===== src/rtl/user_mode_pkg.sv =====
// Shared types and constants for the boot-mode selector.
package user_mode_pkg;

  typedef enum logic [1:0] {
    SETTLE = 2'd0,
    OFFER  = 2'd1,
    LOCKED = 2'd2
  } state_e;

  // Mode value that selects the guest session (no password).
  localparam int MODE_GUEST = 0;

  // Cycles after reset release during which the synchroniser still holds
  // its reset contents rather than real switch samples.
  localparam int PRIME_CYCLES = 2;

  // Debounce counter width: $clog2 of the window, never less than one bit.
  function automatic int cnt_width(input int cycles);
    int w;
    w = $clog2(cycles);
    return (w < 1) ? 1 : w;
  endfunction

endpackage


===== src/rtl/user_mode_select_sync_2ff.sv =====
// Generic two-flop synchroniser, reset to zero.
module sync_2ff #(
  parameter int WIDTH = 1
) (
  input  logic             clk,
  input  logic             rst,
  input  logic [WIDTH-1:0] d_i,
  output logic [WIDTH-1:0] q_o
);

  logic [WIDTH-1:0] meta_q;
  logic [WIDTH-1:0] sync_q;

  // Two back-to-back flops to resolve metastability on asynchronous inputs.
  always_ff @(posedge clk or posedge rst) begin
    if (rst) begin
      meta_q <= '0;
      sync_q <= '0;
    end else begin
      meta_q <= d_i;
      sync_q <= meta_q;
    end
  end

  assign q_o = sync_q;

endmodule


===== src/rtl/user_mode_select.sv =====
// Boot-mode selector: synchronises and debounces the board switches, latches
// them as the session mode, offers it with valid/ack and then freezes it
// until a reselect.
//
// state  | meaning
// SETTLE | waiting for DEBOUNCE_CYCLES stable samples; mode_valid low
// OFFER  | mode latched and valid; waiting for ack
// LOCKED | mode frozen, switches ignored; only reselect leaves
module user_mode_select
  import user_mode_pkg::*;
#(
  parameter int NUM_SW          = 2,
  parameter int DEBOUNCE_CYCLES = 16
) (
  input  logic              clk,
  input  logic              rst,
  input  logic [NUM_SW-1:0] sw,
  input  logic              reselect,
  input  logic              ack,
  output logic [NUM_SW-1:0] mode,
  output logic              mode_valid,
  output logic              pw_required,
  output logic              busy
);

  localparam int              CW       = cnt_width(DEBOUNCE_CYCLES);
  localparam logic [CW-1:0]   CNT_LAST = CW'(DEBOUNCE_CYCLES - 1);
  localparam logic [1:0]      PRIME_DONE = 2'(PRIME_CYCLES);
  localparam logic [NUM_SW-1:0] GUEST  = NUM_SW'(MODE_GUEST);

  logic [NUM_SW-1:0] sw_s;
  logic [NUM_SW-1:0] sw_prev_q;
  logic [1:0]        prime_q;
  logic              primed;

  state_e            state_q, state_d;
  logic [CW-1:0]     cnt_q, cnt_d;
  logic [NUM_SW-1:0] mode_q, mode_d;
  logic              valid_q, valid_d;
  logic              pw_q, pw_d;
  logic              busy_q, busy_d;

  sync_2ff #(.WIDTH(NUM_SW)) u_sync (
    .clk (clk),
    .rst (rst),
    .d_i (sw),
    .q_o (sw_s)
  );

  // The synchroniser output is only trusted once it has been flushed with
  // real samples; until then counting is held off so a stale zero cannot
  // start the debounce window early.
  assign primed = (prime_q == PRIME_DONE);

  // Track the previous synchronised sample and the post-reset flush.
  always_ff @(posedge clk or posedge rst) begin
    if (rst) begin
      sw_prev_q <= '0;
      prime_q   <= '0;
    end else begin
      sw_prev_q <= sw_s;
      if (!primed) prime_q <= prime_q + 2'd1;
    end
  end

  // FSM state, debounce counter and registered outputs.
  always_ff @(posedge clk or posedge rst) begin
    if (rst) begin
      state_q <= SETTLE;
      cnt_q   <= '0;
      mode_q  <= '0;
      valid_q <= 1'b0;
      pw_q    <= 1'b0;
      busy_q  <= 1'b1;
    end else begin
      state_q <= state_d;
      cnt_q   <= cnt_d;
      mode_q  <= mode_d;
      valid_q <= valid_d;
      pw_q    <= pw_d;
      busy_q  <= busy_d;
    end
  end

  // Next-state and next-output logic.
  always_comb begin
    state_d = state_q;
    cnt_d   = cnt_q;
    mode_d  = mode_q;
    valid_d = valid_q;
    pw_d    = pw_q;

    case (state_q)
      SETTLE: begin
        valid_d = 1'b0;
        if (reselect || !primed || (sw_s != sw_prev_q)) begin
          cnt_d = '0;
        end else if (cnt_q == CNT_LAST) begin
          mode_d  = sw_s;
          pw_d    = (sw_s != GUEST);
          valid_d = 1'b1;
          state_d = OFFER;
        end else begin
          // Increment only below the terminal count, so it never wraps.
          cnt_d = cnt_q + CW'(1);
        end
      end
      OFFER: begin
        if (reselect) begin
          state_d = SETTLE;
          valid_d = 1'b0;
          cnt_d   = '0;
        end else if (ack) begin
          state_d = LOCKED;
        end
      end
      LOCKED: begin
        if (reselect) begin
          state_d = SETTLE;
          valid_d = 1'b0;
          cnt_d   = '0;
        end
      end
      default: begin
        state_d = SETTLE;
        valid_d = 1'b0;
        cnt_d   = '0;
      end
    endcase

    busy_d = (state_d != LOCKED);
  end

  assign mode        = mode_q;
  assign mode_valid  = valid_q;
  assign pw_required = pw_q;
  assign busy        = busy_q;

endmodule


===== config.mk =====
export PLATFORM = sky130hd
export DESIGN_NAME = user_mode_select
export DESIGN_NICKNAME = d
export VERILOG_FILES = /design/src/rtl/user_mode_pkg.sv /design/src/rtl/user_mode_select_sync_2ff.sv /design/src/rtl/user_mode_select.sv
export SDC_FILE = /design/constraint.sdc
export NUM_CORES = 1
export LEC_CHECK = 0
export BUFFER_PORTS_ARGS = -buffer_cell sky130_fd_sc_hd__buf_2
export CORE_UTILIZATION = 55
export CTS_BUF_LIST = sky130_fd_sc_hd__clkbuf_4
export CTS_CLUSTER_DIAMETER = 50
export DETAILED_ROUTE_END_ITERATION = 8
export PLACE_DENSITY = 0.78
export SLEW_MARGIN = 25
export SYNTH_ARGS = -nofsm -noshare
export SYNTH_HDL_FRONTEND = slang
export SYNTH_SLANG_ARGS = --single-unit

===== constraint.sdc =====
create_clock -name clk -period 3.35 [get_ports clk]
set_input_delay 0.335 -clock clk [delete_from_list [all_inputs] [get_ports clk]]
set_output_delay 0.335 -clock clk [all_outputs]
set_load 0.05 [all_outputs]

==> results <==
- The clock drives 19 sinks.
- In this run the worst path has a maximum fanout of 4.
- The type of the worst setup path is reg -> reg.
- At the pin with the least slew margin, the transition time is slightly below 0.7 ns.
- After legalization and detailed placement, the total HPWL measured between 900 and 1000 um.
- The die span in x is about 42 um.
- The mean post-synth cell area is roughly 12 sq um.
- 0 antenna diodes ended up in the layout.
- The setup skew after layout is approximately 0.0024 ns.
- The largest total area in the synthesized netlist belongs to dfrtp_1.
- Summed over all cells, the static leakage comes to 0.4890 nW.
- Entering global routing, the biggest net connects 20 pins.
- Synthesis instantiated 30 different standard cells from the library.
- The clock tree root driver cell is clkbuf_4.
- In the routed design, unresolved DRC markers number 0.
- The critical path data required time is 3.58 ns.
- Excluding fillers, the count of instances in the completed layout stands at roughly 100.
- The worst slew margin relative to its limit is a little over half.
- The ratio of total power to cell area is slightly below 400 nW/um^2.
- The clock passes through at most 2 buffers.
- The synthesis-to-layout area growth is 9.841%.
- The net total in the final layout is between 100 and 150.
- Dividing the detail-routed via count by the number of cells gives roughly 5.4.
- The aggregate routed wire length is around 1200 um.
- The maximum level of the CTS H-tree is 1.
- For this design the top-level I/O count stands at 11.
- The last weighted congestion value of the routability-driven placer is 0.8658.
- The async set or reset register ratio after synthesis is 100.0%.
- The antenna violation net count after detailed routing is 0.
- The number of buffers created by CTS is 3.
- The warning count from the yosys run is 0.
- The final-report max-slew violation count came to 0.
- For the worst setup path, the data arrival time is slightly below 2 ns.
- Gates resized during post-CTS repair numbered 0.
- The total via count in the routed design is 557.
- The classification of the worst-slack hold path is in -> async.
- The site row count is 13.
- In this run the biggest area consumer among cell types represents 52.10% of the synthesized area.
- The nature of the critical path endpoint is a flop.
- The first global-routing pass estimated between 2000 and 2500 um of wire.
- The number of antenna violations at the first check in global routing came to 0.
- When the netlist entered floorplanning its net count stood at 87.
- The synthesized flop and latch total is 19.
- The die height is between 40 and 50 um.
- The cell total after placement is 99.
- The area of the mapped netlist is ~860 sq um.
- Sorting the synthesized cells by area gives the leading types as dfrtp_1 (52%), ha_1 (8.7%), mux2_2 (3.9%).
- After clock tree synthesis, the setup repair step added 0 buffers.
- The detailed-router iteration count before antenna repair is 5.
- The number of global-route vias before repair came to between 500 and 600.
- The run finished with clean final reports.
- The clock tree from TritonCTS is built.
- In the synthesized netlist, the number of instances is 75.
- Setup repair after global routing left no endpoint under its margin.
- The clock latency on the worst-skew pair is between 0.2 and 0.3 ns.
- Leaving out fill and tap cells, the most frequent cell in the layout is dfrtp_1.
- The die covers between 1500 and 2000 sq um.
- Counting flops with a built-in enable in the synthesized netlist gives 0.
- Hold repair after CTS inserted 0 buffers.
- The share of the cycle needed by the critical path after routing is about 51%.
- The part of the Yosys area used for sequential elements is a little under three fifths.
- The number of setup violations in the final report is 0.
- The clock period could shrink to about 1.7 ns.
- The most common flop cell mapped by yosys is dfrtp_1.
- For this block, the initial DRC count from the detailed router was 7.
- The floorplan step defined a core boundary enclosing 1383 sq um.
- The total negative slack for setup checks is 0 ns.
- Counting cells, the worst reg-to-reg path comes to 6.
- The CTS clock-pin slew for the worst setup and hold paths is approximately 0.1 ns.
- STA classifies the critical path startpoint as a flop.
- The tool flagged a number of max-cap violations equal to 0.
- The number of hold violations in the final report came to 0.
- VDD sags by at most about 300 uV.
- The initial utilization of the core area, before any placement, comes to 62.53%.
- The maximum clock rate is slightly below 0.6 GHz.
- In the global route stage, overall resource usage came out at approximately 17%.
- Input and output buffers added on the ports amount to 10.
- The average routed wire per standard cell is around 12 um.
- Of the cells placed in the final design, the portion with a size suffix greater than 1 is between 20% and 30%.
- The total grt overflow is 0.
- The library cells used most frequently in the layout, excluding fill and tap cells, are dfrtp_1 (18), buf_2 (10), inv_1 (8).
[state kept, by name (all words and copies together), names as in the netlist]
register and count:
mode_valid 1, sw_prev_q 2, pw_required 1, cnt_q 4, state_q 2, u_sync.q_o 2
prime_q 2, busy 1, mode 2, u_sync.meta_q 2
[cells in the mapped netlist (all sizes together), types with 2 or more instances]
master / number
a21oi: 3
buf: 2
dfrtp: 18
ha: 6
inv: 8
mux2: 3
nand2: 4
nand2b: 2
nor2: 3
nor4: 2
o21ai: 5
xor2: 2
[power by group]
group	leakage (nW)	internal [mW]	switching, mW
clock network	0.0177	0.0443	0.0624
logic	0.229	0.0102	0.0182
registers	0.242	0.237	0.00459
[worst max-delay path, stage by stage (launching register included)]
cell      delay [ns]
dfrtp_1         0.40
inv_1           0.07
ha_1            0.26
nand3b_1        0.12
or3_4           0.35
or4_1           0.40
nand2_1         0.07
[worst paths after layout]
| kind | slack [ns] | startpoint | endpoint |
|---|---|---|---|
| setup reg to reg | 1.63 | prime_q[0]$_DFFE_PP0P_ | cnt_q[0]$_DFFE_PP0P_ |
| setup / recovery | 1.63 | prime_q[0]$_DFFE_PP0P_ | cnt_q[0]$_DFFE_PP0P_ |
| hold reg to reg | 0.36 | u_sync.meta_q[0]$_DFF_PP0_ | u_sync.q_o[0]$_DFF_PP0_ |
| min in group clk | 0.15 | sw[1] | u_sync.meta_q[1]$_DFF_PP0_ |
| hold / removal | 0.14 | rst | pw_required$_DFFE_PP0P_ |
| max in group asynchronous | 2.78 | rst | u_sync.q_o[1]$_DFF_PP0_ |
[through the flow]
step	power [mW]	util (%)	setup WS (ns)	hold WS (ns)	area, sq um
2_1_floorplan	0.2667	-	1.748	0.2854	864.6
3_3_place_gp	0.2735	66.70	1.671	0.3320	922.1
3_5_place_dp	0.2746	66.70	1.649	0.3379	922.1
4_1_cts	0.3853	68.69	1.623	0.1332	949.7
5_1_grt	0.4008	68.69	1.528	0.1141	949.7
6_report	0.3762	68.69	1.626	0.1441	949.7
[kinds of logic after synthesis]
family	after synthesis	share of synthesized area, %
muxes	4	5.065
DFF	19	55.14
buffers and inverters	10	5.644
AOI/OAI and AO/OA	14	9.986
adders and majority gates	6	8.683
xor gates and xnor gates	3	3.040
and+or+nand+nor	19	12.45
[metal layers]
metal / part of all wire (%) / global-route usage [%] / wire [um] / vias to the layer above
li1: - / - / - / 283
met1: 46 / 21.76 / 553 / 264
met2: 50 / 27.19 / 599 / 10
met3: 3.7 / 6.522 / 44 / 0
met4: 0 / 3.871 / 0 / 0
met5: 0 / 0 / 0 / -
[area by class of cell]
cell class	instances	area [sq um]
flip-flops and latches	19	476.7
fillers	108	432.9
multi-input cells	46	339.1
repair buffers	11	57.56
inverters	8	30.03
clock buffers	3	22.52
well taps	15	18.77
clock inverters	1	5.005
No activity file was read; power rests on OpenSTA's default activity.
